<file path="config.mk">
export PLATFORM = sky130hd
export DESIGN_NAME = pipearch_dma_read_arbiter
export DESIGN_NICKNAME = d
export VERILOG_FILES = /design/src/rtl/pipearch_dma_read_arbiter.sv
export SDC_FILE = /design/constraint.sdc
export NUM_CORES = 1
export LEC_CHECK = 0
export ABC_AREA = 1
export BUFFER_PORTS_ARGS = -buffer_cell sky130_fd_sc_hd__buf_2
export CAP_MARGIN = 10
export CORE_AREA = 4 4 548 550
export CTS_CLUSTER_DIAMETER = 30
export DETAILED_ROUTE_END_ITERATION = 10
export DIE_AREA = 0 0 552 554
export PLACE_DENSITY_LB_ADDON = 0.15
export SYNTH_ARGS = -nofsm -noshare
export SYNTH_HDL_FRONTEND = slang
export SYNTH_SLANG_ARGS = --single-unit
export TNS_END_PERCENT = 5
</file>
<file path="constraint.sdc">
create_clock -name clk -period 2.24 [get_ports clk]
set_input_delay 0.112 -clock clk [delete_from_list [all_inputs] [get_ports clk]]
set_output_delay 0.112 -clock clk [all_outputs]
set_load 0.02 [all_outputs]
</file>
<file path="src/rtl/pipearch_dma_read_arbiter.sv">
`default_nettype none
// ============================================================================
// Module      : pipearch_dma_read_arbiter
// Description : Round-robin arbiter sharing one DMA read engine between
//               NUM_CLIENTS requesters. It issues one command at a time and
//               routes the returned lines to the owning client.
//               Optional macro PIPEARCH_DMA_ARB_LENCHECK_EN enables a sticky
//               returned-line-count check (len_error).
// Revision    : 1.0 - initial release
// ============================================================================
module pipearch_dma_read_arbiter #(
    parameter int NUM_CLIENTS = 4,
    parameter int ADDR_WIDTH  = 42,
    parameter int DATA_WIDTH  = 512,
    parameter int CID_WIDTH   = $clog2(NUM_CLIENTS)
) (
    input  logic                          clk,
    input  logic                          reset,
    input  logic [NUM_CLIENTS-1:0]        req_valid,
    output logic [NUM_CLIENTS-1:0]        req_ready,
    input  logic [NUM_CLIENTS*ADDR_WIDTH-1:0] req_addr,
    input  logic [NUM_CLIENTS*32-1:0]     req_length,
    output logic                          dma_start,
    output logic [ADDR_WIDTH-1:0]         dma_addr,
    output logic [31:0]                   dma_length,
    input  logic                          dma_done,
    input  logic                          dma_rvalid,
    input  logic [DATA_WIDTH-1:0]         dma_rdata,
    output logic [NUM_CLIENTS-1:0]        client_rvalid,
    output logic [DATA_WIDTH-1:0]         client_rdata,
    output logic [NUM_CLIENTS-1:0]        client_done,
    output logic [CID_WIDTH-1:0]          owner,
    output logic                          busy,
    output logic                          len_error
);

    localparam logic [1:0]  c_ST_IDLE  = 2'd0;
    localparam logic [1:0]  c_ST_ISSUE = 2'd1;
    localparam logic [1:0]  c_ST_BUSY  = 2'd2;
    localparam logic [1:0]  c_ST_DONE  = 2'd3;
    localparam logic [31:0] c_CNT_MAX  = 32'hFFFF_FFFF;
    localparam logic [NUM_CLIENTS-1:0] c_ONE = {{(NUM_CLIENTS-1){1'b0}}, 1'b1};

    logic [1:0]             r_state;
    logic [1:0]             w_state_nxt;
    logic [CID_WIDTH-1:0]   r_rr_ptr;
    logic [CID_WIDTH-1:0]   r_owner;
    logic [CID_WIDTH-1:0]   w_winner;
    logic [CID_WIDTH-1:0]   w_rr_nxt;
    logic                   w_found;
    logic                   w_accept;
    logic                   w_beat;
    logic [NUM_CLIENTS-1:0] w_winner_oh;
    logic [NUM_CLIENTS-1:0] w_owner_oh;
    logic [ADDR_WIDTH-1:0]  r_dma_addr;
    logic [31:0]            r_dma_length;
    logic [31:0]            r_line_cnt;
    logic [31:0]            w_line_cnt_inc;
    logic [NUM_CLIENTS-1:0] r_client_rvalid;
    logic [DATA_WIDTH-1:0]  r_client_rdata;
    logic [ADDR_WIDTH-1:0]  w_addr_arr [NUM_CLIENTS];
    logic [31:0]            w_len_arr  [NUM_CLIENTS];

    // Index wrap for a value in [0, 2*NUM_CLIENTS-1].
    function automatic logic [CID_WIDTH-1:0] f_wrap_idx(input int v);
        int t;
        t = (v >= NUM_CLIENTS) ? (v - NUM_CLIENTS) : v;
        return CID_WIDTH'(t);
    endfunction

    genvar gi;
    generate
        for (gi = 0; gi < NUM_CLIENTS; gi++) begin : g_unpack
            assign w_addr_arr[gi] = req_addr[gi*ADDR_WIDTH +: ADDR_WIDTH];
            assign w_len_arr[gi]  = req_length[gi*32 +: 32];
        end
    endgenerate

    always_comb begin
        w_found  = 1'b0;
        w_winner = '0;
        for (int i = 0; i < NUM_CLIENTS; i++) begin
            if (!w_found && req_valid[f_wrap_idx(int'(r_rr_ptr) + i)]) begin
                w_found  = 1'b1;
                w_winner = f_wrap_idx(int'(r_rr_ptr) + i);
            end
        end
    end

    assign w_winner_oh    = c_ONE << w_winner;
    assign w_owner_oh     = c_ONE << r_owner;
    assign w_rr_nxt       = f_wrap_idx(int'(r_owner) + 1);
    assign w_line_cnt_inc = (r_line_cnt == c_CNT_MAX) ? r_line_cnt : r_line_cnt + 32'd1;
    assign w_accept       = (r_state == c_ST_IDLE) && w_found;
    assign w_beat         = (r_state == c_ST_BUSY) && dma_rvalid;

    always_ff @(posedge clk) begin
        if (reset) begin
            r_state <= c_ST_IDLE;
        end else begin
            r_state <= w_state_nxt;
        end
    end

    always_comb begin
        w_state_nxt = r_state;
        req_ready   = '0;
        dma_start   = 1'b0;
        client_done = '0;
        case (r_state)
            c_ST_IDLE: begin
                if (w_found) begin
                    req_ready   = w_winner_oh;
                    w_state_nxt = c_ST_ISSUE;
                end
            end
            c_ST_ISSUE: begin
                dma_start   = 1'b1;
                w_state_nxt = c_ST_BUSY;
            end
            c_ST_BUSY: begin
                if (dma_done) begin
                    w_state_nxt = c_ST_DONE;
                end
            end
            c_ST_DONE: begin
                client_done = w_owner_oh;
                w_state_nxt = c_ST_IDLE;
            end
            default: begin
                w_state_nxt = c_ST_IDLE;
            end
        endcase
    end

    always_ff @(posedge clk) begin
        if (reset) begin
            r_rr_ptr        <= '0;
            r_owner         <= '0;
            r_dma_addr      <= '0;
            r_dma_length    <= '0;
            r_line_cnt      <= '0;
            r_client_rvalid <= '0;
            r_client_rdata  <= '0;
        end else begin
            r_client_rvalid <= w_beat ? w_owner_oh : '0;
            if (w_beat) begin
                r_client_rdata <= dma_rdata;
                r_line_cnt     <= w_line_cnt_inc;
            end
            if (w_accept) begin
                r_dma_addr   <= w_addr_arr[w_winner];
                r_dma_length <= w_len_arr[w_winner];
                r_owner      <= w_winner;
                r_line_cnt   <= '0;
            end
            if (r_state == c_ST_DONE) begin
                r_rr_ptr <= w_rr_nxt;
            end
        end
    end

`ifdef PIPEARCH_DMA_ARB_LENCHECK_EN
    logic        r_len_error;
    logic [31:0] w_line_cnt_nxt;

    // A line arriving with dma_done still counts toward the total.
    assign w_line_cnt_nxt = dma_rvalid ? w_line_cnt_inc : r_line_cnt;

    always_ff @(posedge clk) begin
        if (reset) begin
            r_len_error <= 1'b0;
        end else if ((r_state == c_ST_BUSY) && dma_done && (w_line_cnt_nxt != r_dma_length)) begin
            r_len_error <= 1'b1;
        end
    end

    assign len_error = r_len_error;
`else
    logic w_unused_line_cnt;
    assign w_unused_line_cnt = ^r_line_cnt;
    assign len_error         = 1'b0;
`endif

    assign dma_addr      = r_dma_addr;
    assign dma_length    = r_dma_length;
    assign client_rvalid = r_client_rvalid;
    assign client_rdata  = r_client_rdata;
    assign owner         = r_owner;
    assign busy          = (r_state != c_ST_IDLE);

endmodule
`default_nettype wire

</file>
==> results.rst <==
.. list-table::
   :header-rows: 1

   * - Metric
     - Value
   * - Max cap viols
     - 0
   * - DR DRC count
     - 0
   * - P_leak
     - approximately 0.026 uW
   * - Cell accounting for the most synthesized area
     - sky130_fd_sc_hd__dfxtp_1
   * - Wire length of the first global-routing pass
     - between 200 and 300 mm
   * - First-pass iteration count of the detailed router
     - 5
   * - Top layer in use
     - met5
   * - H-tree lvl count
     - 4
   * - Combinational family with the most area after synthesis
     - simple AND/OR/NAND/NOR gates
   * - Register clock-pin slew on the reported worst setup and hold paths
     - ~40 ps
   * - Hpwl dp
     - roughly 150 mm
   * - Number of DRC markers in iteration 0
     - 1721
   * - Depth of the most critical reg-to-reg path
     - 18
   * - Routed length on met3
     - roughly 17 mm
   * - Share of cells above drive strength 1
     - 0.3287
   * - Final antenna-violating net count
     - 0
   * - EDFF count, synth
     - 0
   * - Total length of routed wires
     - between 150 and 200 mm
   * - Net count after synthesis
     - about 4300
   * - Commonest cells post-synth
     - sky130_fd_sc_hd__nor2_1 (1108), sky130_fd_sc_hd__dfxtp_1 (596), sky130_fd_sc_hd__o21ai_0 (517)
   * - Area share of the largest cell type after synthesis
     - 0.4941
   * - Worst slew pin tran
     - roughly 850 ps
   * - Clock Root Buffer
     - sky130_fd_sc_hd__clkbuf_16
   * - Startpoint kind of the worst setup timing path
     - register
   * - Number of warnings printed during yosys synthesis
     - 0
   * - Via count of the routed design
     - about 34000
   * - Synthesized cell area
     - about 0.024 sq mm
   * - Average vias per placed instance
     - 3.341
   * - Largest net degree at the start of global routing
     - ~100
   * - Critical setup path kind
     - reg2out
   * - Leading cell type by number of instances after synthesis
     - sky130_fd_sc_hd__nor2_1
   * - Maximum vdd ir drop
     - 0.0006291 V
   * - Number of slew-limit violations in the final report
     - 0
   * - Violations in the final reports
     - negative setup slack
   * - Count of input and output buffers
     - around 1400
   * - Crit. End Element
     - output pin
   * - Critical R2R Launch
     - r_rr_ptr[0]
   * - Period minus WS final
     - 2669 ps
   * - FFs w/ async S/R, synth
     - 0
   * - Data required time of the critical path
     - about 2100 ps
   * - Met2 Routed Length
     - between 90 and 100 mm
   * - Core region area
     - about 0.3 sq mm
   * - Fraction of the mapped netlist area in adder cells
     - 0.004145
   * - Setup violators final
     - between 40 and 50
   * - Gp weighted congestion
     - between 0.8 and 0.9
   * - Starting Density
     - 0.08164
   * - Post-layout net count
     - approximately 7000
   * - Final instance area
     - 0.05560 sq mm
   * - Fin crit share
     - 1.191
   * - Share of the synthesized area in compound gates (AO/OA/AOI/OAI)
     - 0.1092
   * - Most common flop cell mapped by yosys
     - sky130_fd_sc_hd__dfxtp_1
   * - Sequential fraction of the synthesis area
     - 0.4941
   * - Slew HR
     - 0.4318
   * - Biggest area contributors in the synthesized netlist
     - sky130_fd_sc_hd__dfxtp_1 (49%), sky130_fd_sc_hd__nor2_1 (17%), sky130_fd_sc_hd__o21ai_0 (11%), sky130_fd_sc_hd__nand2_1 (5.6%), sky130_fd_sc_hd__nand3_1 (4.3%)
   * - Horizontal die dimension
     - ~550 microns
   * - Clock tree from TritonCTS
     - built
   * - Min-delay src
     - dma_rdata[262]
   * - Routed metal-1 wire length
     - about 77 mm
   * - Result of the run
     - complete, but fails checks
   * - Inserted Clock Buffers
     - ~220
   * - Hold slack final
     - around 92 ps
   * - Avg Synthesized Cell Area
     - between 6 and 7 sq um
   * - Achievable frequency
     - ~370 MHz
   * - Share of synthesized area spent on multiplexers
     - 0
   * - Die Height
     - 554 microns
   * - Total congestion overflow after global routing
     - 0
   * - IO Count
     - ~1400
   * - Post-layout worst setup margin
     - -428.9 ps
   * - Relative area change from synthesis to final layout
     - 130.3%
   * - Terminus of the critical flop-to-flop path
     - dma_length[6]
   * - Worst Path Max Fanout
     - 5
   * - Worst-Skew Late Latency
     - 830 ps
   * - Slack of the worst reg-to-reg path
     - -100 ps
   * - Number of antenna violations at the first check in global routing
     - 55
   * - Detail-routed net length per standard cell
     - 18.96 microns
   * - Setup repair after global routing missed its margin
     - true
   * - Total global-route track usage
     - 0.1218
   * - Post-synthesis xor/xnor area fraction
     - 0
   * - Total count of hold-check failures in the final report
     - 0
   * - Worst Setup SP
     - r_rr_ptr[0]
   * - Arrival time reported for the critical path endpoint
     - between 2000 and 3000 ps
   * - Timing endpoint of the critical path
     - req_ready[2]
   * - Cell Area, Placed
     - roughly 0.037 sq mm
   * - Number of standard cells after synthesis
     - approximately 3500
   * - Die Area
     - roughly 0.31 sq mm
   * - Total number of placement rows
     - 200
   * - Clock Path Buffers
     - 4
   * - Simple-Gate Fraction of Synth Area
     - 0.3092
   * - Worst min path class
     - in2reg
   * - Number of distinct standard cells referenced by the synthesized netlist
     - 26
   * - Post-synthesis register bit count
     - about 600
   * - Number of global-route vias before repair
     - 35970
   * - Worst Clk Skew
     - a little over 50 ps
   * - Power per unit of standard cell area
     - roughly 1200 mW/mm^2
   * - Num Clock Sinks
     - between 500 and 600
## metrics by stage
stage / power, uW / setup TNS (ps) / cells / util / setup slack, ps
3_5_place_dp: 37280 / -5055 / 8753 / 0.1263 / -304.9
3_3_place_gp: 37310 / -5102 / 8753 / 0.1263 / -305.1
6_report: 68600 / -3432 / 10220 / 0.1880 / -428.9
5_1_grt: 72920 / -12700 / 10210 / 0.1879 / -588.0
4_1_cts: 70030 / -3399 / 10190 / 0.1869 / -576.7
2_1_floorplan: 25750 / 0 / 3452 / - / 304.2
## layout by cell type (no fill, tap or decap), drive strengths merged
master,netlist,final
a21oi,5,5
dlygate4sd3,0,1025
ha,8,8
buf,68,1641
nor2,1111,1111
conb,1,1
dfxtp,596,596
bufinv,0,6
diode,0,30
clkinv,0,44
nand4,115,115
clkbuf,196,349
inv,242,243
o22ai,1,1
a211oi,1,1
nand3,210,210
o21ai,518,518
nand2,363,363
clkinvlp,0,1
and3,17,17
## critical path, stage by stage (launching register included)
cell,delay [ps]
sky130_fd_sc_hd__dfxtp_4,370
sky130_fd_sc_hd__buf_6,130
sky130_fd_sc_hd__nand2_4,60
sky130_fd_sc_hd__nand2_4,70
sky130_fd_sc_hd__nand2_1,80
sky130_fd_sc_hd__nand2_2,70
sky130_fd_sc_hd__nor2_4,120
sky130_fd_sc_hd__nand4_1,160
sky130_fd_sc_hd__nand2_4,160
sky130_fd_sc_hd__inv_6,50
sky130_fd_sc_hd__nor2_8,90
sky130_fd_sc_hd__buf_12,130
sky130_fd_sc_hd__inv_6,40
sky130_fd_sc_hd__nor2_4,80
sky130_fd_sc_hd__buf_6,120
## registers in the layout, indices dropped and copies added (netlist names)
register / flops
dma_addr: 42
client_rvalid: 4
r_rr_ptr: 2
owner: 2
r_state: 2
dma_length: 32
client_rdata: 512
## where the power goes
group	switching (uW)	internal [uW]	total, uW	leakage, uW
Sequential	1430	13100	14500	0.00486
Combinational	15300	8910	24300	0.0173
Clock	8790	21000	29800	0.00365
## cell type report
type | count | area [sq um]
Multi-Input combinational cell | 2350 | 10480
Clock inverter | 52 | 640.6
Antenna cell | 30 | 75.07
Inverter | 242 | 958.4
Timing Repair Buffer | 2666 | 19810
Tap cell | 3939 | 4928
Fill cell | 33740 | 240200
Sequential cell | 596 | 11940
Clock buffer | 349 | 6766
## how the worst min path moves through the flow
stage,endpoint,slack [ps],cells past startpoint
global route,client_rdata[97],40,4
CTS,client_rdata[150],0.008,4
global placement,client_rdata[31],360,3
detailed placement,client_rdata[312],370,3
finish,client_rdata[262],90,4
floorplan,client_rdata[0],280,2
## kinds of logic (layout without fill, tap and decap cells)
kind of cell             after synthesis  count (layout)
AND/OR/NAND/NOR                     1816            1816
flip-flops                           596             596
AO/OA/AOI/OAI                        525             525
buffers and inverters                506            3309
adder cells (fa/ha/maj)                8               8
other                                  1              31
## layer usage
layer,track usage,up-vias
met4,0.04083,18
met1,0.1389,15920
met3,0.04468,315
met5,0,-
met2,0.2091,1502
li1,-,16400
## what timing repair did
action	CTS	global route
hold buffers	1025	0
gates resized for setup	54	58
endpoints found under the setup margin	63	97
pin swaps	18	17
gates cloned	0	0
endpoints found under the hold margin	590	0
buffers inserted	12	4
(Power assumes the default switching activity.)
